### config.mk
export PLATFORM = sky130hd
export DESIGN_NAME = unidad_load_store
export DESIGN_NICKNAME = d
export VERILOG_FILES = /design/src/rtl/unidad_load_store.sv
export SDC_FILE = /design/constraint.sdc
export NUM_CORES = 1
export LEC_CHECK = 0
export CAP_MARGIN = 20
export CELL_PAD_IN_SITES_DETAIL_PLACEMENT = 0
export CELL_PAD_IN_SITES_GLOBAL_PLACEMENT = 2
export CORE_MARGIN = 2
export CORE_UTILIZATION = 28
export CTS_CLUSTER_DIAMETER = 200
export CTS_CLUSTER_SIZE = 40
export DETAILED_ROUTE_END_ITERATION = 7
export PLACE_DENSITY_LB_ADDON = 0.08
export REMOVE_ABC_BUFFERS = 1
export SLEW_MARGIN = 10
export SYNTH_ARGS = -nofsm -noshare
export SYNTH_HDL_FRONTEND = slang
export SYNTH_SLANG_ARGS = --single-unit
### constraint.sdc
create_clock -name i_clk -period 3.75 [get_ports i_clk]
set_input_delay 0.375 -clock i_clk [delete_from_list [all_inputs] [get_ports i_clk]]
set_output_delay 0.375 -clock i_clk [all_outputs]
set_load 0.01 [all_outputs]
### src/rtl/unidad_load_store.sv
// unidad_load_store: byte/half/word load-store formatter with read-modify-write stores,
// pipeline stall while busy and saturating debug access counters.
module unidad_load_store #(
    parameter int NBITS    = 32,
    parameter int CNT_BITS = 16
) (
    input  logic                i_clk,
    input  logic                i_reset,
    input  logic                i_Valid,
    output logic                o_Ready,
    input  logic                i_Store,
    input  logic [2:0]          i_Op,
    input  logic [NBITS-1:0]    i_Addr,
    input  logic [NBITS-1:0]    i_WData,
    output logic                o_Done,
    output logic                o_Error,
    output logic [NBITS-1:0]    o_LoadData,
    output logic                o_Stall,
    output logic [NBITS-1:0]    o_MemAddr,
    output logic                o_MemRead,
    output logic                o_MemWrite,
    output logic [NBITS-1:0]    o_MemWData,
    input  logic [NBITS-1:0]    i_MemRData,
    output logic [CNT_BITS-1:0] o_LoadCount,
    output logic [CNT_BITS-1:0] o_StoreCount
);
    localparam logic [1:0] IDLE = 2'd0, RD = 2'd1, WR = 2'd2, RESP = 2'd3;

    logic [1:0]       state;
    logic [2:0]       op;
    logic [1:0]       off;
    logic             store;
    logic             err;
    logic [NBITS-1:0] wdata;
    logic             illegal, misaligned;
    logic [NBITS-1:0] lane, ext, mask, merged;

    always_comb begin
        illegal    = i_Op == 3'b010 || i_Op[2:1] == 2'b11 || (i_Store && i_Op[2]);
        misaligned = (i_Op[1:0] == 2'b01 && i_Addr[0]) || (i_Op == 3'b011 && i_Addr[1:0] != 2'b00);
        lane       = i_MemRData >> {off, 3'b000};
        ext        = op == 3'b000 ? {{(NBITS-8){lane[7]}}, lane[7:0]} :
                     op == 3'b001 ? {{(NBITS-16){lane[15]}}, lane[15:0]} :
                     op == 3'b100 ? {{(NBITS-8){1'b0}}, lane[7:0]} :
                     op == 3'b101 ? {{(NBITS-16){1'b0}}, lane[15:0]} : i_MemRData;
        // Halfword stores are already known aligned, so a 16-bit mask never wraps.
        mask       = (op[0] ? NBITS'(16'hFFFF) : NBITS'(8'hFF)) << {off, 3'b000};
        merged     = (i_MemRData & ~mask) | ((wdata << {off, 3'b000}) & mask);
    end

    assign o_Ready = state == IDLE;
    assign o_Stall = state != IDLE;
    assign o_Done  = state == RESP;
    assign o_Error = o_Done && err;

    always_ff @(posedge i_clk) begin
        if (i_reset) begin
            state        <= IDLE;
            op           <= '0;
            off          <= '0;
            store        <= 1'b0;
            err          <= 1'b0;
            wdata        <= '0;
            o_LoadData   <= '0;
            o_MemAddr    <= '0;
            o_MemRead    <= 1'b0;
            o_MemWrite   <= 1'b0;
            o_MemWData   <= '0;
            o_LoadCount  <= '0;
            o_StoreCount <= '0;
        end else begin
            case (state)
                IDLE: if (i_Valid) begin
                    op        <= i_Op;
                    off       <= i_Addr[1:0];
                    store     <= i_Store;
                    wdata     <= i_WData;
                    err       <= illegal || misaligned;
                    o_MemAddr <= i_Addr >> 2;
                    if (illegal || misaligned) begin
                        state <= RESP;
                    end else if (i_Store && i_Op == 3'b011) begin
                        state      <= WR;
                        o_MemWrite <= 1'b1;
                        o_MemWData <= i_WData;
                    end else begin
                        state     <= RD;
                        o_MemRead <= 1'b1;
                    end
                end
                RD: begin
                    o_MemRead <= 1'b0;
                    if (store) begin
                        o_MemWData <= merged;
                        o_MemWrite <= 1'b1;
                        state      <= WR;
                    end else begin
                        o_LoadData <= ext;
                        state      <= RESP;
                    end
                end
                WR: begin
                    o_MemWrite <= 1'b0;
                    state      <= RESP;
                end
                default: begin
                    state <= IDLE;
                    if (!err && !store && !(&o_LoadCount)) o_LoadCount <= o_LoadCount + CNT_BITS'(1);
                    if (!err && store && !(&o_StoreCount)) o_StoreCount <= o_StoreCount + CNT_BITS'(1);
                end
            endcase
        end
    end
endmodule

==> impl_results.md, run 1 <==
* Clock Tree Buf Depth at 2
* Final net count at roughly 1300
* Most common cell after layout, fill and taps aside: clkdlybuf4s50_1
* Drc violations at 0
* Final Hold Viols at 0
* Slew margin rel. at 0.399
* WL final at between 20000 and 30000 um
* CTS tree: done
* Placed cell count at 1469
* IO Pins at about 240
* Synthesis-to-finish area growth at 41.9%
* Die area at 28200 um2
* Worst Setup Path Type: flop to flop
* Fraction of the yosys area taken by sequential cells at 0.407
* Post-CTS Resized at 0
* Worst-Margin Slew at 0.900 ns
* Finished Cell Area at between 10000 and 15000 um2
* Post-synth EDFFs at 0
* Initial antenna violation count at 2
* Antenna violation net count after detailed routing at 0
* Cell variety after synth at just under 60
* Fin crit period at approximately 2.6 ns
* Iter 0 DRT Violations at around 430
* Worst Setup Start Kind: flop
* Antenna cells at 0
* # Max-Cap Violations at 0
* Clock Skew at 0.0151 ns
* DR WL/cell at between 15 and 20 um
* Mapped Cells at approximately 960
* Clk sink count at between 150 and 200
* Placed cell areas at between 10000 and 15000 um2
* Largest net degree at the start of global routing at 71
* Total CTS buffers at 17
* VDD IR max at around 0.33 mV
* Hpwl dp at 19400 um
* Netlist Area Pre-Place at between 7000 and 8000 um2
* Global-route wire length before repair at around 43000 um
* Setup Fix Bufs, Post-CTS at 0
* Layout Cells excl Fill at 1501
* Total gr overflow at 0
* Synthesized area per cell at approximately 7.8 um2
* Die X-Extent at roughly 170 um
* # rows at 60
* Core footprint at roughly 27000 um2
* Pre-CTS setup slack at approximately 0.85 ns
* RSZ-0062 raised after global routing: false
* Layout cells sized above 1 at 0.0517
* WP data arrival at roughly 2.9 ns
* Clock transition at path regs at ~0.07 ns
* CP endpoint kind: flop
* CTS root buffer: clkbuf_16
* Status: complete, no violations
* Die Span Y at 168 um
* Starting Density at 0.282
* Synth Warn # at 0
* Crit share post-route at 0.685
* Port bufs at ~230
* Crit path max fanout at 9
* H-tree levels at 4
* Fin Hold WS at ~0.45 ns
* Final RePlAce weighted congestion at between 0.7 and 0.8
* Yosys top cell area share at 0.407
* Slew Limit Fails at 0
* Via count at 7513
* Via-per-instance ratio at ~5.0
* Util after Layout at 0.401
* Pwr/cell area at slightly above 600 nW/um2
* GRT Util Overall at 0.196
* Vias in the first global route at between 7000 and 8000
* Pwr Total at about 6.6 mW
* Final setup fails at 0
* Dominant synthesized flop cell: dfxtp_1
* Setup TNS at 0 ns
* Post-cts hold buffer count at 0
* Top cell type by total area after synthesis: dfxtp_1
* Worst Path Required at 4.04 ns
* Max Clock Freq at roughly 0.39 GHz
* Flop and latch count out of synthesis at 153
* LEAKAGE at about 3.6 nW
* DRT Pass-1 Iters at 5
* Clock Latency Late Sink at 0.43 ns
* Worst Slack Setup Final at approximately 1.2 ns
* Most frequent cells in the layout: clkdlybuf4s50_1 (233), dfxtp_1 (151), nand2_1 (145)
* Async SR Flop Fraction at 0
* Top cells by area, synth: dfxtp_1 (41%), nand2_1 (7.3%), a21oi_1 (6.3%), nor2_1 (5.1%), a211oi_1 (4.2%)
* Worst Hold Class: flop to flop
worst max-delay path, stage by stage (launching register included):
cell     delay, ns
dfxtp_1       0.40
ha_1          0.38
or3b_1        0.54
or4_4         0.62
nor4_2        0.31
xnor2_1       0.15
nor2_1        0.05
cell usage after synthesis, types with 2 or more instances:
master,n
mux2i_1,23
xor2_1,7
o21ai_0,37
a211oi_1,42
nor3_1,23
dfxtp_1,153
nor4b_1,4
nor3b_1,4
nand4b_1,2
o211ai_1,9
a311oi_1,16
nand2_1,146
nor2b_1,14
a21oi_1,95
a22oi_1,14
and3b_1,2
or3_1,4
nand4_1,8
nand2b_1,20
a31oi_1,2
buf_4,2
nand3_1,21
and3_1,11
and2_1,20
and4_1,2
clkbuf_1,75
inv_1,21
nor2_1,103
buf_6,2
buf_1,3
xnor2_1,20
nor4_1,4
o221ai_1,22
ha_1,6
sequential cells by signal (all words and copies together), names as in the netlist:
name / flops
o_StoreCount: 16
o_MemWData: 32
store: 1
state: 2
err: 1
o_MemAddr: 30
o_LoadCount: 16
wdata: 16
off: 2
o_MemWrite: 1
op: 3
o_LoadData: 32
o_MemRead: 1
worst paths after layout:
kind / from / endpoint / slack, ns / cells after the start
worst max-delay path: state[0] / o_LoadCount[15] / 1.18 / 6
worst min-delay path: o_MemAddr[17] / o_MemAddr[17] / 0.45 / 2
worst min register to register: o_MemAddr[17] / o_MemAddr[17] / 0.45 / 2
worst max register to register: state[0] / o_LoadCount[15] / 1.18 / 6
cell families after synthesis:
group           Yosys count  share of synthesized area
other cells               1                   0.000498
compound gates          251                      0.214
mux                      25                     0.0351
flops                   153                      0.407
fa+ha+maj                 6                    0.00998
simple gates            395                      0.246
buf+inv                 104                     0.0550
xor+xnor                 27                     0.0314
power by group:
part | leakage, nW | switching [mW] | internal, mW
registers | 1.25 | 0.276 | 1.97
clock network | 0.266 | 0.754 | 0.957
logic | 2.06 | 1.44 | 1.18
total | 3.57 | 2.47 | 4.11
layer usage:
metal | wire [um] | vias to the layer above | GRT usage | part of all wire
li1 | - | 3757 | - | -
met1 | 13000 | 3533 | 0.265 | 0.47
met2 | 12900 | 192 | 0.312 | 0.46
met3 | 1450 | 29 | 0.0472 | 0.052
met4 | 453 | 2 | 0.0518 | 0.016
met5 | 13 | - | 0 | 0.00047
area by class of cell:
cell class              count  area [um2]
clock buffers              20         457
clock inverters            12         116
fillers                  2763       16000
inverters                  21        78.8
multi-input cells         706        4060
flip-flops and latches    153        3070
well taps                 341         427
repair buffers            248        2470
Note: power is estimated with default switching activity, not from simulation.
==> run 2, diff against run 1 <==
Settings changed: CORE_UTILIZATION 28 to 26.
Clock period 3.75 ns to 2.66 ns, I/O delays scaled along.
==> run 2 against run 1 <==
Effect of this change:
- sequential cell count unchanged
- setup slack got worse by 0.85 ns
- first-iteration DRC count down 24%
- wire length is 4.7% higher
- via count up 1.3%
- core utilization fell by 1.6 points
- die area up 7.5%
- critical path depth decreased by 2
- sequential power up 39%
- global-route usage is 0.52 points lower
- clock-buffer cell count shrank 1
==> impl_results.md, run 2 (synthesis results as in run 1) <==
* Worst-case hold path end point: o_StoreCount[10] (was o_MemAddr[17])
* DR WL/cell at 18.5 um (about the same)
* Final Hold Viols at 0 (unchanged)
* Pwr Total at 9.73 mW (was 6.58 mW)
* Setup TNS at 0 ns (unchanged)
* H-tree levels at 4 (unchanged)
* Layout Cells excl Fill at 1570 (was 1501)
* Worst Hold Class: input port to flop (was flop to flop)
* Die X-Extent at 174 um (was 168 um)
* WP data arrival at 2.07 ns (was 2.86 ns)
* Slew margin rel. at 0.542 (was 0.399)
* Top Registers: o_LoadData: 32 flops, o_MemWData: 32 flops, o_MemAddr: 30 flops (unchanged)
* WL final at 29000 um (was 27700 um)
* Sw Pwr at 3.60 mW (was 2.47 mW)
* GRT Util Overall at 0.190 (was 0.196)
* Layout cells sized above 1 at 0.0725 (was 0.0517)
* Crit share post-route at 0.877
* Initial antenna violation count at 2 (unchanged)
* Most common cell after layout, fill and taps aside: clkdlybuf4s50_1 (unchanged)
* Clock Latency Late Sink at 0.43 ns (about the same)
* Hold Path Stages at 2 (unchanged)
* Clock Tree Buf Depth at 2 (unchanged)
* Hpwl dp at 20900 um (was 19400 um)
* Worst-Margin Slew at 0.680 ns (was 0.900 ns)
* # rows at 62 (was 60)
* CP endpoint kind: output port (was flop)
* Setup Fix Bufs, Post-CTS at 0 (unchanged)
* Slew Limit Fails at 0 (unchanged)
* Critical-path top delay cell: clkdlybuf4s50_1 (was or4_4)
* Iter 0 DRT Violations at 329 (was 433)
* Fin Hold WS at 0.324 ns (was 0.453 ns)
* Starting Density at 0.263 (was 0.282)
* Combinational share of power at 0.410 (was 0.398)
* Util after Layout at 0.385 (was 0.401)
* Share of total power in the clock network at 0.267 (was 0.260)
* DRT Pass-1 Iters at 5 (unchanged)
* Via-per-instance ratio at 4.85 (was 5.01)
* Placed cell count at 1539 (was 1469)
* Total CTS buffers at 17 (unchanged)
* Hold Crit Start: i_reset (was o_MemAddr[17])
* Most used cell, CP: inv_1
* Clock transition at path regs at 0.07 ns (about the same)
* Reg power frac at 0.322 (was 0.342)
* Worst Setup Path Type: flop to output port (was flop to flop)
* Core footprint at 28600 um2 (was 26700 um2)
* Pre-CTS setup slack at 0.431 ns (was 0.854 ns)
* CTS root buffer: clkbuf_16 (unchanged)
* Int Pwr at 6.13 mW (was 4.11 mW)
* Most frequent cells in the layout: clkdlybuf4s50_1 (233), dfxtp_1 (152), nand2_1 (145) (was clkdlybuf4s50_1 (233), dfxtp_1 (151), nand2_1 (145))
* Worst Setup Start Kind: flop (unchanged)
* Clock Skew at 0.0113 ns (was 0.0151 ns)
* CP cell instances: inv_1, ha_1, inv_1, clkdlybuf4s50_1 (was ha_1, or3b_1, or4_4, nor4_2, xnor2_1, nor2_1)
* Total gr overflow at 0 (unchanged)
* CTS tree: done (unchanged)
* Largest net degree at the start of global routing at 48 (was 71)
* Fill count at 2941 (was 2763)
* Final net count at 1283 (was 1256)
* Crit path max fanout at 9 (unchanged)
* Global-route wire length before repair at 44800 um (was 42800 um)
* Reg2Reg Setup Slack at 0.43 ns (was 1.18 ns)
* Status: complete, no violations (unchanged)
* Clk sink count at 153 (unchanged)
* RSZ-0062 raised after global routing: false (unchanged)
* IO Pins at 237 (unchanged)
* Synthesis-to-finish area growth at 46.4% (was 41.9%)
* Drc violations at 0 (unchanged)
* Switching Fraction at 0.370 (was 0.376)
* Critical Path Max Stage Delay at 0.60 ns (was 0.62 ns)
* Reg2reg end: o_LoadCount[13] (was o_LoadCount[15])
* Fin crit period at 2.33 ns
* Final RePlAce weighted congestion at 0.775 (was 0.790)
* Post-cts hold buffer count at 0 (unchanged)
* FF-to-FF path depth at 6 (unchanged)
* Final setup fails at 0 (unchanged)
* # Max-Cap Violations at 0 (unchanged)
* VDD IR max at 0.362 mV (was 0.329 mV)
* Finished Cell Area at 11000 um2 (was 10700 um2)
* Post-CTS Resized at 0 (unchanged)
* Via count at 7607 (was 7513)
* Port bufs at 234 (unchanged)
* Antenna violation net count after detailed routing at 0 (unchanged)
* Placed cell areas at 10400 um2 (was 10100 um2)
* Reg-to-Reg Start: state[0] (unchanged)
* Antenna cells at 0 (unchanged)
* Worst Path Required at 2.39 ns (was 4.04 ns)
* Pwr/cell area at 883 nW/um2 (was 617 nW/um2)
* Die area at 30300 um2 (was 28200 um2)
* Die Span Y at 174 um (was 168 um)
* Vias in the first global route at 7484 (was 7334)
* Worst Slack Setup Final at 0.327 ns (was 1.18 ns)
* Max Clock Freq at roughly 0.43 GHz
* LEAKAGE at 3.74 nW (was 3.57 nW)
==> run 2: power groups by stage <==
stage,sequential [mW],combinational (mW),clock (mW)
finish,3.13,3.99,2.60
global route,3.21,4.39,2.78
CTS,3.14,4.05,2.68
detailed placement,3.19,4.04,0
global placement,3.18,4.04,0
floorplan,3.35,1.69,0
==> run 2: final cells by class <==
cell class / instances / area, um2 / area share
multi-input combinational: 706 / 4060 / 0.369
clock buffer: 19 / 443 / 0.0402
timing repair buffer: 275 / 2720 / 0.247
clock inverter: 12 / 164 / 0.0149
inverter: 21 / 78.8 / 0.00716
sequential: 153 / 3060 / 0.278
tap: 384 / 480 / 0.0436
==> run 2: worst max path at each step <==
| stage | depth (start not counted) | startpoint | endpoint | slack, ns |
|---|---|---|---|---|
| after global routing | 4 | state[0] | o_Stall | 0.22 |
| after floorplan | 7 | state[0] | o_MemWData[0] | -0.75 |
| after detailed placement | 6 | state[0] | o_LoadCount[13] | 0.43 |
| after global placement | 6 | state[0] | o_LoadCount[15] | 0.45 |
| final | 4 | state[0] | o_Stall | 0.33 |
| after CTS | 4 | state[0] | o_Stall | 0.29 |
==> run 2: routing by layer <==
layer	wire [um]	share of wire	up-vias	track usage
li1	-	-	3811	-
met1	13600	0.47	3596	0.251
met2	13300	0.46	176	0.307
met3	1680	0.058	24	0.0531
met4	394	0.014	0	0.0469
met5	0	0	-	0
==> run 2: worst max-delay path: cells and delay by family (launching register included) <==
| kind | cells | cell delay (ns) |
|---|---|---|
| fa+ha+maj | 1 | 0.32 |
| flops | 1 | 0.40 |
| buf+inv | 3 | 0.92 |
